===== config.mk =====
export PLATFORM = sky130hd
export DESIGN_NAME = instruction_fetch_unit
export DESIGN_NICKNAME = d
export VERILOG_FILES = /design/src/rtl/instruction_fetch_unit.sv
export SDC_FILE = /design/constraint.sdc
export NUM_CORES = 1
export LEC_CHECK = 0
export BUFFER_PORTS_ARGS = -buffer_cell sky130_fd_sc_hd__buf_2
export CAP_MARGIN = 5
export CORE_ASPECT_RATIO = 1.75
export CORE_MARGIN = 2
export CORE_UTILIZATION = 40
export CTS_CLUSTER_SIZE = 25
export DETAILED_ROUTE_END_ITERATION = 7
export GPL_ROUTABILITY_DRIVEN = 0
export GPL_TIMING_DRIVEN = 0
export SLEW_MARGIN = 15
export SYNTH_ARGS = -nofsm -noshare
export SYNTH_HDL_FRONTEND = slang
export SYNTH_SLANG_ARGS = --single-unit

===== constraint.sdc =====
create_clock -name clock -period 4.4 [get_ports clock]
set_clock_uncertainty 0.05 [all_clocks]
set_input_delay 0.88 -clock clock [delete_from_list [all_inputs] [get_ports clock]]
set_output_delay 0.88 -clock clock [all_outputs]
set_load 0.005 [all_outputs]

===== src/rtl/instruction_fetch_unit.sv =====
// Instruction fetch stage: a loadable program memory streamed to the execute core
// one 17-bit word per clock, with stall, branch redirect/flush, halt word and fetch counter.
module instruction_fetch_unit #(
  parameter int                     INSTR_WIDTH = 17,
  parameter int                     PC_WIDTH    = 5,
  parameter logic [INSTR_WIDTH-1:0] HALT_WORD   = 17'h1FFFF,
  parameter int                     CNT_WIDTH   = 16
) (
  input  logic                   clock,
  input  logic                   reset_n,
  input  logic                   start,
  input  logic                   stall,
  input  logic                   branch_valid,
  input  logic [PC_WIDTH-1:0]    branch_target,
  input  logic                   prog_we,
  input  logic [PC_WIDTH-1:0]    prog_addr,
  input  logic [INSTR_WIDTH-1:0] prog_data,
  output logic [INSTR_WIDTH-1:0] instruction,
  output logic                   instr_valid,
  output logic [PC_WIDTH-1:0]    pc_out,
  output logic                   halted,
  output logic [CNT_WIDTH-1:0]   fetch_count
);

  localparam int DEPTH = 1 << PC_WIDTH;

  typedef enum logic [1:0] {
    S_IDLE,
    S_FETCH,
    S_HALT
  } state_t;

  state_t                 state;
  logic [PC_WIDTH-1:0]    fetch_pc;
  logic [INSTR_WIDTH-1:0] mem [0:DEPTH-1];
  logic [INSTR_WIDTH-1:0] fetch_word;
  logic                   mem_we;

  // The program can only be changed while the stream is stopped.
  assign mem_we     = prog_we && (state != S_FETCH);
  assign fetch_word = mem[fetch_pc];

  // NOTE: the program memory deliberately has no reset, so its contents survive
  // reset_n and a plain RAM can be inferred.
  always_ff @(posedge clock) begin
    if (mem_we) begin
      mem[prog_addr] <= prog_data;
    end
  end

  // NOTE: all state below is updated with non-blocking assignments so every
  // register samples the pre-edge values, regardless of statement order.
  always_ff @(posedge clock or negedge reset_n) begin
    if (!reset_n) begin
      state       <= S_IDLE;
      fetch_pc    <= '0;
      instruction <= '0;
      instr_valid <= 1'b0;
      pc_out      <= '0;
      halted      <= 1'b0;
      fetch_count <= '0;
    end else begin
      case (state)
        S_IDLE, S_HALT: begin
          instr_valid <= 1'b0;
          instruction <= '0;
          if (start) begin
            state       <= S_FETCH;
            fetch_pc    <= '0;
            halted      <= 1'b0;
            fetch_count <= '0;
          end
        end

        S_FETCH: begin
          if (branch_valid) begin
            // Redirect flushes the presented word and inserts a single bubble.
            fetch_pc    <= branch_target;
            instr_valid <= 1'b0;
            instruction <= '0;
          end else if (!stall) begin
            if (fetch_word == HALT_WORD) begin
              state       <= S_HALT;
              halted      <= 1'b1;
              instr_valid <= 1'b0;
              instruction <= '0;
            end else begin
              instruction <= fetch_word;
              instr_valid <= 1'b1;
              pc_out      <= fetch_pc;
              fetch_pc    <= fetch_pc + 1'b1;
              if (fetch_count != '1) begin
                fetch_count <= fetch_count + 1'b1;
              end
            end
          end
        end

        default: begin
          state       <= S_IDLE;
          instr_valid <= 1'b0;
          instruction <= '0;
        end
      endcase
    end
  end

endmodule

== Yosys cells after proc, flatten, opt, wreduce, memory -nomap -nowiden ==
Memories as Yosys holds them, arrays and structs flattened.
Cells that the tools add are included.
W data, S select, Z words.

* Add/subtract/negate cells: 2
* Reduce and logical (&&, ||, !) cells: 9
* Multiplexer cells: 31
* Bitwise logic cells: 3
* Equal/unequal tests: 13

{| class="wikitable"
|+ Operators by type and width
! cell !! count
|-
| $mux W16 || 5
|-
| $mux W17 || 4
|-
| $pmux W16 S2 || 1
|-
| $mux W5 || 4
|-
| $eq A17 B17 Y1 const B || 1
|-
| $add A16 B1 Y16 const B || 1
|-
| $ne A16 B16 Y1 const B || 1
|-
| $ne A2 B2 Y1 const B || 6
|-
| $reduce_and A4 Y1 || 3
|-
| $mux W1 || 10
|-
| $pmux W5 S2 || 1
|-
| $mux W2 || 4
|-
| $ne A3 B3 Y1 const B || 2
|-
| $reduce_and A6 Y1 || 1
|-
| $add A5 B1 Y5 const B || 1
|-
| $reduce_and A5 Y1 || 1
|-
| $pmux W2 S2 || 1
|-
| $not A1 Y1 || 3
|-
| $eq A2 B1 Y1 const B || 1
|-
| $eq A2 B2 Y1 const B || 1
|-
| $logic_not A2 Y1 || 1
|-
| $ne A2 B1 Y1 const B || 1
|-
| $pmux W1 S2 || 1
|-
| $reduce_bool A2 Y1 || 1
|-
| 2 further kinds || 2
|}

* Memories: 1
* Flip-flop bits (word level): 47
* Bits in writable memories: 544
* Word-level logic and storage cells: 66
* Output and inout port bits: 40

{| class="wikitable"
|+ Memories
! name !! depth !! bits a word !! rd ports !! clocked after Yosys merged registers in !! write ports !! line !! text
|-
| mem || 32 || 17 || 1 || 0 || 1 || 35 || <nowiki>logic [INSTR_WIDTH-1:0] mem [0:DEPTH-1];</nowiki>
|}

== Longest topological paths before layout ==
Gate-level depths: netlist of run 1.

* Depth in word-level cells: 6
* Gate-level depth with buffers: 15

== Worst setup path before layout of run 1 ==
Ideal clock, no wire load.

* Path kind: register to register
* From: reg fetch_pc[0]
* To: reg pc_out[2]
* Setup slack: 1.322 ns
* Setup time: 0.125 ns
* Cell stages (with the launch flop): 16
* Path buffers: 6
* Arrival time: 2.903 ns
* Path through: dfrtp_1 -> buf_6 -> buf_12 -> buf_12 -> buf_12 -> mux2i_1 -> a22oi_1 -> o22ai_1 -> a211oi_1 -> nand4_1 -> nor4_4 -> nand2_2 -> and2_1 -> buf_6 -> buf_6 -> mux2_4

* Longest elaborated chain between the ends: 4

{| class="wikitable"
|+ Ends and longest elaborated chain
! element !! line !! text
|-
| from (decl) || 34 || <nowiki>logic [PC_WIDTH-1:0] fetch_pc;</nowiki>
|-
| from (signal assigned) || 78 || <nowiki>fetch_pc <= branch_target;</nowiki>
|-
| from (signal assigned) || 91 || <nowiki>fetch_pc <= fetch_pc + 1'b1;</nowiki>
|-
| $mem_v2 Z32 W17 || -- ||
|-
| $eq A17 B17 Y1 || 82 || <nowiki>if (fetch_word == HALT_WORD) begin</nowiki>
|-
| $not A1 Y1 (no source line) || -- ||
|-
| $reduce_and A4 Y1 (no source line) || -- ||
|-
| to (signal assigned) || 90 || <nowiki>pc_out <= fetch_pc;</nowiki>
|-
| to (decl) || 20 || <nowiki>output logic [PC_WIDTH-1:0] pc_out,</nowiki>
|}

Every way passes these cells.
A chain may end at the register's enable or synchronous reset.

== Worst setup path after layout of run 1 ==
* From: reg fetch_pc[3]
* To: reg instruction[0]

* Longest elaborated chain between the ends: 6

{| class="wikitable"
|+ Ends and longest elaborated chain
! element !! line !! text
|-
| $mem_v2 Z32 W17 * || -- ||
|-
| $eq A17 B17 Y1 || 82 ||
|-
| $mux W17 * || 82 ||
|-
| $mux W17 * || 81 || <nowiki>end else if (!stall) begin</nowiki>
|-
| $mux W17 * || 76 || <nowiki>if (branch_valid) begin</nowiki>
|-
| $mux W17 * || 63 || <nowiki>case (state)</nowiki>
|-
| to (signal assigned) || 88 || <nowiki>instruction <= fetch_word;</nowiki>
|-
| to (decl) || 18 || <nowiki>output logic [INSTR_WIDTH-1:0] instruction,</nowiki>
|}

Mark *: on every way between the ends. The rest lies on a longest branch, timed or not. The select of a mux whose other input is x is not followed.

==> impl_results.md, run 1 <==
- Status: completed
- Total GRT Usage: 0.203
- CP required: between 4000 and 5000 ps
- Post-synth top area share: 0.702
- CTS H-tree depth: 2
- Ys flop type: edfxtp_1
- First drt pass iteration count: 7
- Syn Std Cell Area: 23300 µm²
- Post-synthesis mux area share: 0.135
- Post-route clock period utilization: 0.981
- Synth area leader: edfxtp_1
- RSZ-0062 raised after global routing: no
- CTS tree: built
- Clock slew seen by the registers of the worst setup and hold paths: 70 ps
- RR Startpoint: fetch_pc[3]$_DFFE_PN0P_
- Final min period: about 4300 ps
- CP Cell Sequence: nand2b_1 -> buf_2 -> nand2b_1 -> buf_2 -> buf_2 -> o22ai_1 -> a211oi_2 -> nand4_1 -> nor4_4 -> nand2_2 -> and2_1 -> buf_6 -> buf_2 -> a22o_1
- Vias in the first global route: roughly 13000
- CP max FO: 10
- CTS Buf Count: 50
- Cell count after synthesis: ~1200
- Sequential area share after synthesis: 0.753
- Post-synth ARST share: 0.0795
- Ports: 73
- Critical path origin: fetch_pc[3]$_DFFE_PN0P_
- First-pass GRT wire length: around 88000 µm
- ANT nets after route: 0
- DR WL/cell: between 20 and 30 µm
- Crit path max-delay family: simple AND/OR/NAND/NOR gates
- Total power: ~13 mW
- Pleak: about 9.0 nW
- Pwr Density: ~470 nW/µm²
- Most area-consuming cells after synthesis: edfxtp_1 70%, mux4_2 8.7%, dfrtp_1 5.1%
- Initial DRC Count: 1088
- Worst slew pin tran: between 800 and 900 ps
- Pin count of the biggest net entering global routing: 48
- Rows: between 100 and 150
- Final Net Count: ~1400
- Commonest non-fill, non-tap cells in the layout: 544 x edfxtp_1, 102 x mux2i_1, 93 x buf_2
- Hold Vio Cnt, Final: 0
- Post-synthesis net count: 1229
- Reg-to-Reg End: instruction[0]$_DFFE_PN0N_
- DRC viols: 0
- Crit-path max cell delay: between 500 and 600 ps
- Synthesis warning total: 0
- GR Overflow Total: 0
- Share of cells above drive strength 1: 0.264
- Port Buffers: 72
- Peak VDD IR: around 0.28 mV
- Critical Path Slowest Stage Cell: dfrtp_1
- Endpoint type of the worst setup path: register
- Worst Setup Path Type: register to register
- Most common cell after layout, fill and taps aside: edfxtp_1
- Fin area: 26800 µm²
- XOR/XNOR Fraction of Synth Area: 0
- Kind of launch point of the worst setup path: register
- Clk buf depth: 3
- Hpwl dp: between 40000 and 50000 µm
- Hold/Removal Path Class: input port to asynchronous set/reset pin
- Clk_lat worst skew: ~590 ps
- Number of synthesized flops with an enable pin: ~540
- Compound-Gate Fraction of Synth Area: 0.0556
- CTS Root Cell: clkbuf_16
- Final Max Slew Viols: 0
- Core area: between 50000 and 60000 µm²
- Die width: between 150 and 200 µm
- Relative slew slack: 0.414
- Clk sinks: about 590
- Post-Synth Simple-Gate Area: 0.0331
- Detail-routed via count per cell: about 5.6
- Critical Path Most Common Cell: buf_2
- Post-synth cell types: 58
- Initial core utilization: 0.402
- Fmax: approximately 230 MHz
- Synth Area in Adders: 0.00108
- CP Data Arrival Time: 4740 ps
- Routed WL: between 60000 and 70000 µm
- Avg Cell Area, Syn: approximately 19 µm²
- Seq cells post-synth: slightly below 600
- Initial antenna violation count: 3
- Die H: about 320 µm
- Worst Reg-to-Reg Cells: 14
- Stages on worst setup path: 14
- Routed via count: roughly 12000
- Final core utilization: 0.463
- Placed cell area: 25100 µm²
- Area Overhead vs Synth: 15.1%
- DIE AREA: 60200 µm²
- Min Hold Slack: roughly 270 ps
- Final setup vio count: 0
- MaxCap Viol Count: 0
- Count of buffer and inverter cells on the critical path: 5
- Largest family of logic cells by synthesized area: multiplexers
- Worst reg-to-reg setup slack: 80 ps
-- worst max path at each step --
| stage | end | slack, ps |
|---|---|---|
| 4_1_cts | fetch_count[2]$_DFFE_PN0P_ | 90 |
| 5_1_grt | fetch_count[2]$_DFFE_PN0P_ | 30 |
| 3_3_place_gp | instruction[3]$_DFFE_PN0N_ | -180 |
| 2_1_floorplan | pc_out[2]$_DFFE_PN0P_ | 1320 |
| 6_report | instruction[0]$_DFFE_PN0N_ | 80 |
| 3_5_place_dp | instruction[0]$_DFFE_PN0N_ | -160 |
-- cell type report --
type	count	area [µm²]
diodes	1	2.50
plain buffers	71	504
clock buffers	63	1360
clock inverters	30	256
fillers	4855	31100
inverters	8	30.0
multi-input cells	524	5400
flip-flops and latches	591	17500
well taps	773	967
repair buffers	95	736
-- per-stage QoR --
| stage | worst slack (ps) | TNS [ps] | std cells |
|---|---|---|---|
| 2_1_floorplan | 1320 | 0 | 1194 |
| 3_3_place_gp | -184 | -2970 | 2039 |
| 3_5_place_dp | -156 | -2120 | 2061 |
| 4_1_cts | 93.6 | 0 | 2155 |
| 5_1_grt | 25.0 | 0 | 2156 |
| 6_report | 83.6 | 0 | 2156 |
-- power by group --
part / switching, mW / internal [mW]
combinational: 1.14 / 0.718
clock: 2.02 / 2.43
sequential: 0.0679 / 6.20
-- cells in the mapped netlist (14+ instances only) --
cell	n
o221ai_1	16
mux2i_1	102
buf_2	22
a22oi_1	49
nor2_1	44
a22o_1	17
dfrtp_1	47
nand4_1	14
nand2_1	22
a21oi_1	24
clkbuf_1	17
edfxtp_1	544
o22ai_1	33
mux4_2	90
-- per-layer routing --
metal  vias up  part of all wire  wire length, µm  global-route usage
met2       449              0.55            33400               0.386
met5         -                 0                0                   0
li1       5213                 -                -                   -
met4         0             0.054             3260               0.111
met3       125             0.045             2730              0.0252
met1      6345              0.35            21600               0.218
-- flip-flops by register name (all words and copies together) (netlist names) --
name / cells
state: 2
mem: 544
halted: 1
instruction: 17
fetch_pc: 5
fetch_count: 16
pc_out: 5
instr_valid: 1
-- what timing repair did --
action | in CTS | in global routing
setup endpoints to repair | 27 | 13
setup buffers | 1 | 0
resized for setup | 5 | 3
pin swaps | 2 | 0
hold buffers | 0 | 0
-- cell families (layout without fill, tap and decap cells) --
logic type                 Yosys count  after routing
buffers and inverters               79            267
muxes                              199            199
DFF                                591            591
other                                0              1
and+or+nand+nor                    146            146
adders and majority gates            2              2
AOI/OAI and AO/OA                  177            177
(Power assumes the default switching activity.)
==> run 2, diff against run 1 <==
- CORE_UTILIZATION: 40 -> 33
==> impl_results.md, run 2 (same netlist as run 1, synthesis figures left out) <==
- Status: completed
- Reg-to-Reg End: instruction[14]$_DFFE_PN0N_
- RSZ-0062 raised after global routing: no
- CTS Root Cell: clkbuf_16
- CTS H-tree depth: 2
- Pin count of the biggest net entering global routing: 48
- Sequential power share: 0.501
- Max FFs per register: roughly 540
- CP max FO: 10
- Final Max Slew Viols: 0
- Worst Setup Path Type: register to register
- DR WL/cell: around 27 µm
- Clock Power Share: 0.351
- Hold Vio Cnt, Final: 0
- CP Data Arrival Time: 4690 ps
- Routed WL: a little over 60000 µm
- Top Registers: mem x544, instruction x17, fetch_count x16
- Total power: ~13 mW
- Hpwl dp: 42000 µm
- CTS Buf Count: between 40 and 50
- Post CTS Setup Buffer Count: 0
- ANT nets after route: 0
- Initial DRC Count: a little under 1000
- Fin area: 26800 µm²
- Final setup vio count: 0
- RR Startpoint: fetch_pc[2]$_DFFE_PN0P_
- Die width: 205 µm
- CP required: roughly 4800 ps
- Final Net Count: approximately 1400
- GR Overflow Total: 0
- Clk_lat worst skew: 600 ps
- DIE AREA: approximately 73000 µm²
- Initial antenna violation count: 5
- Routed via count: 12243
- Logic pwr share: 0.148
- Port Buffers: 72
- Internal Power: roughly 9.3 mW
- Detail-routed via count per cell: about 5.4
- Most common cell after layout, fill and taps aside: edfxtp_1
- MaxCap Viol Count: 0
- Total GRT Usage: 0.167
- CP Cell Sequence: buf_2 -> and2_1 -> clkbuf_1 -> clkbuf_1 -> a22oi_1 -> o22ai_1 -> a211oi_1 -> nand4_1 -> nor4_4 -> nand2_2 -> and2_1 -> buf_6 -> buf_2 -> a22o_1
- Fmax: roughly 230 MHz
- Worst reg-to-reg setup slack: ~130 ps
- Final min period: between 4000 and 5000 ps
- Pre-CTS setup slack: -9.01 ps
- Worst Reg-to-Reg Cells: 14
- DRC viols: 0
- Relative slew slack: 0.395
- Clk sinks: approximately 600
- Crit-path max cell delay: around 600 ps
- Largest register by flop count: mem
- Switching Fraction: 0.255
- Vias in the first global route: about 13000
- Ports: 73
- CTS tree: built
- First drt pass iteration count: 5
- Hold/Removal Path Class: input port to asynchronous set/reset pin
- First-pass GRT wire length: ~90000 µm
- Endpoint type of the worst setup path: register
- Core area: about 70000 µm²
- Placed cell area: around 25000 µm²
- Pwr Density: 467 nW/µm²
- Post-route clock period utilization: 0.971
- Final core utilization: 0.385
- Pleak: 8.93 nW
- Share of cells above drive strength 1: 0.258
- Hold-fix buffers at CTS: 0
- Area Overhead vs Synth: 15.4%
- Die H: around 360 µm
- Kind of launch point of the worst setup path: register
- Initial core utilization: 0.334
- Clock slew seen by the registers of the worst setup and hold paths: ~70 ps
- Worst slew pin tran: around 900 ps
- Critical Path Slowest Stage Cell: a211oi_1
- Clk buf depth: 3
- Setup WS post-layout: about 130 ps
- Commonest non-fill, non-tap cells in the layout: 544 x edfxtp_1, 102 x mux2i_1, 93 x buf_2
- Peak VDD IR: 0.299 mV
- Rows: approximately 130
- Sw Pwr: around 3.2 mW
==> run 2: critical path, delay by kind of cell, from the launching register on <==
family | cells | cell delay [ps]
flops | 1 | 420
buf+inv | 5 | 1170
simple gates | 5 | 1280
compound gates | 4 | 1230
==> run 2: how the worst max path moves through the flow <==
stage | start | to | slack (ps) | cells after the start
finish | fetch_pc[2]$_DFFE_PN0P_ | instruction[14]$_DFFE_PN0N_ | 130 | 14
global route | fetch_pc[2]$_DFFE_PN0P_ | instruction[13]$_DFFE_PN0N_ | 20 | 14
floorplan | fetch_pc[0]$_DFFE_PN0P_ | pc_out[2]$_DFFE_PN0P_ | 1320 | 15
global placement | fetch_pc[1]$_DFFE_PN0P_ | instruction[13]$_DFFE_PN0N_ | 30 | 13
detailed placement | fetch_pc[1]$_DFFE_PN0P_ | instruction[13]$_DFFE_PN0N_ | -9 | 13
CTS | fetch_pc[2]$_DFFE_PN0P_ | instruction[14]$_DFFE_PN0N_ | 50 | 14
==> run 2: repair_timing <==
| action | CTS | global route |
|---|---|---|
| gates resized for setup | 1 | 8 |
| gates cloned | 0 | 0 |
| endpoints found under the setup margin | 11 | 22 |
==> run 2: per-layer routing <==
metal | up-vias | routed length [µm] | GRT usage | part of all wire
met5 | - | 26 | 0 | 0.00043
met4 | 4 | 3220 | 0.0858 | 0.053
met3 | 142 | 2750 | 0.0208 | 0.045
met2 | 448 | 33600 | 0.319 | 0.55
met1 | 6445 | 21300 | 0.178 | 0.35
li1 | 5204 | - | - | -
==> run 2: power groups by stage <==
stage	clock network [mW]	logic (mW)	registers, mW
3_5_place_dp	0	1.84	6.39
5_1_grt	4.66	1.96	6.28
4_1_cts	4.48	1.85	6.27
2_1_floorplan	0	1.11	6.38
6_report	4.40	1.86	6.27
3_3_place_gp	0	1.82	6.39
==> run 2: metrics by stage <==
step | hold slack, ps | cells | setup TNS [ps]
3_3_place_gp | 415 | 2176 | 0
3_5_place_dp | 427 | 2196 | -26.5
2_1_floorplan | 413 | 1194 | 0
4_1_cts | 443 | 2285 | 0
5_1_grt | 306 | 2286 | 0
6_report | 270 | 2286 | 0
==> run 2: layout make-up <==
cell class / count / area, µm²
antenna: 1 / 2.50
buffer: 71 / 504
clock buffer: 59 / 1260
clock inverter: 30 / 318
fill: 6275 / 42800
inverter: 8 / 30.0
multi-input combinational: 524 / 5400
sequential: 591 / 17500
tap: 910 / 1140
timing repair buffer: 92 / 676
==> run 3, diff against run 2 <==
- ABC_AREA: not set -> 1
==> impl_results.md, run 3 <==
- Status: completed
- Post-route clock period utilization: 0.919
- Crit path max-delay family: simple AND/OR/NAND/NOR gates
- Met2 Wirelength: roughly 45000 µm
- Clk buf depth: 3
- Die width: 212 µm
- Setup TNS after final layout: 0 ps
- MaxCap Viol Count: 0
- Ports: 73
- Post CTS Setup Buffer Count: 0
- Kind of launch point of the worst setup path: register
- Routed WL: roughly 86000 µm
- Relative slew slack: 0.276
- CP Data Arrival Time: ~4500 ps
- Pleak: between 10 and 15 nW
- Detail-routed via count per cell: around 5.2
- Top Registers: mem x544, instruction x17, fetch_count x16
- Vias in the first global route: around 18000
- Worst Setup Path Type: register to register
- DIE AREA: roughly 78000 µm²
- Largest register by flop count: mem
- Final Net Count: about 2500
- Area Overhead vs Synth: 13.9%
- CTS Root Cell: clkbuf_16
- Clk sinks: 591
- Final core utilization: 0.379
- Rows: approximately 130
- DR WL/cell: 25.1 µm
- Pwr Density: 569 nW/µm²
- Sequential area share after synthesis: 0.704
- Max layer used: met4
- Core area: 74900 µm²
- Hold Vio Cnt, Final: 0
- CTS tree: built
- First-pass GRT wire length: ~120000 µm
- Clk_lat worst skew: between 600 and 700 ps
- Hold-fix buffers at CTS: 0
- Count of buffer and inverter cells on the critical path: 4
- Total GRT Usage: 0.221
- Endpoint type of the worst setup path: register
- Initial core utilization: 0.332
- Fmax: 247 MHz
- Synth area leader: edfxtp_1
- Total power: roughly 16 mW
- DRC viols: 0
- Resized cells post-CTS: 0
- Pin count of the biggest net entering global routing: 48
- Most common cell after layout, fill and taps aside: edfxtp_1
- Pre-CTS setup slack: 671 ps
- Final setup vio count: 0
- Initial DRC Count: roughly 2100
- Peak VDD IR: approximately 0.4 mV
- CTS H-tree depth: 2
- Commonest non-fill, non-tap cells in the layout: 544 x edfxtp_1, 525 x nand2_1, 382 x nor2_1
- Syn Std Cell Area: 24900 µm²
- Die H: ~370 µm
- CP required: a little under 5000 ps
- ANT cells: 0
- Final min period: a little over 4000 ps
- CP Cell Sequence: inv_1 -> buf_2 -> buf_1 -> nor2_1 -> o21ai_1 -> a21oi_1 -> nor2_1 -> nand2_1 -> nand2_1 -> nor2_1 -> nand2_1 -> nor2_2 -> nand3_1 -> nand3b_2 -> clkbuf_2 -> o21ai_0
- First drt pass iteration count: 6
- ANT nets after route: 0
- GR Overflow Total: 0
- Met1 WL: around 28000 µm
- RSZ-0062 raised after global routing: no
- Worst slew pin tran: 1090 ps
- Most area-consuming cells after synthesis: edfxtp_1 66%, nand2_1 7.9%, nor2_1 6.2%
- Hpwl dp: a little under 60000 µm
- Number of synthesized flops with an enable pin: between 500 and 600
- Post-synth ARST share: 0.0795
- Most numerous cell in the Yosys netlist: edfxtp_1
- Routed length on met3: 5440 µm
- Ys flop type: edfxtp_1
- Clock slew seen by the registers of the worst setup and hold paths: ~70 ps
- CTS Buf Count: between 40 and 50
- Routed via count: between 15000 and 20000
- Synth cell count leaders: 544 x edfxtp_1, 525 x nand2_1, 414 x nor2_1, 194 x nand3_1, 161 x inv_1
- CP max FO: 10
- Setup WS post-layout: about 350 ps
- Crit-path max cell delay: approximately 750 ps
- Hold/Removal Path Class: input port to asynchronous set/reset pin
- Initial antenna violation count: 0
- Final Max Slew Viols: 0
- Avg Cell Area, Syn: 10.8 µm²
- Critical Path Slowest Stage Cell: nor2_1
- Seq cells post-synth: approximately 590
- Port Buffers: 72
- Max FFs per register: roughly 540
- Cell count after synthesis: ~2300
- Share of cells above drive strength 1: 0.107
- Post-synthesis net count: 2333
- Post-synth top area share: 0.656
- Post-synth cell types: 40
- Synthesis warning total: 0
==> run 3: cell types whose count changed in the layout (fill, tap and decap cells not counted), sizes merged, moves of 102 or more <==
cell,change
inv,+157
mux2i,-102
nand2,+504
nand3,+185
nor2,+373
o21ai,+187
==> run 3: metrics by stage <==
step           hold slack (ps)  std cells  cell area (µm²)
5_1_grt                    293       3415            28300
4_1_cts                    447       3415            28300
2_1_floorplan              424       2298            24900
3_3_place_gp               427       3315            26400
6_report                   254       3415            28300
3_5_place_dp               432       3326            26800
==> run 3: path summary, 6_finish.rpt <==
check | start | endpoint | slack (ps) | cells after the start
worst max register to register | fetch_pc[1]$_DFFE_PN0P_ | instruction[3]$_DFFE_PN0N_ | 350 | 16
worst min register to register | instruction[16]$_DFFE_PN0N_ | instruction[16]$_DFFE_PN0N_ | 440 | 2
worst min-delay path | reset_n | fetch_count[12]$_DFFE_PN0P_ | 250 | 1
worst max-delay path | fetch_pc[1]$_DFFE_PN0P_ | instruction[3]$_DFFE_PN0N_ | 350 | 16
min in group clock | instruction[16]$_DFFE_PN0N_ | instruction[16]$_DFFE_PN0N_ | 440 | 2
max in group asynchronous | reset_n | instruction[1]$_DFFE_PN0N_ | 3640 | 1
==> run 3: cell type report <==
| cell class | count | area [µm²] |
|---|---|---|
| repair buffers | 83 | 562 |
| fillers | 7263 | 46500 |
| clock buffers | 57 | 1260 |
| multi-input cells | 1425 | 6330 |
| clock inverters | 32 | 240 |
| flip-flops and latches | 591 | 17500 |
| plain buffers | 115 | 639 |
| inverters | 167 | 627 |
| well taps | 945 | 1180 |
==> run 3: cells by family after synthesis <==
logic type / synth area share
AND/OR/NAND/NOR: 0.187
flip-flops: 0.704
buffers and inverters: 0.0509
AO/OA/AOI/OAI: 0.0546
XOR/XNOR: 0.00317
adder cells (fa/ha/maj): 0.00101
==> run 3: report_power, final <==
part           internal, mW  switching, mW  leakage, nW
Clock                  2.23           2.05        0.737
Sequential             6.29          0.106         5.53
Combinational          1.30           4.16         4.39
==> run 3: metal layers <==
| metal | vias up | GRT usage |
|---|---|---|
| met5 | - | 0 |
| met4 | 0 | 0.178 |
| met3 | 350 | 0.0299 |
| met2 | 900 | 0.403 |
| met1 | 8584 | 0.221 |
| li1 | 7998 | - |
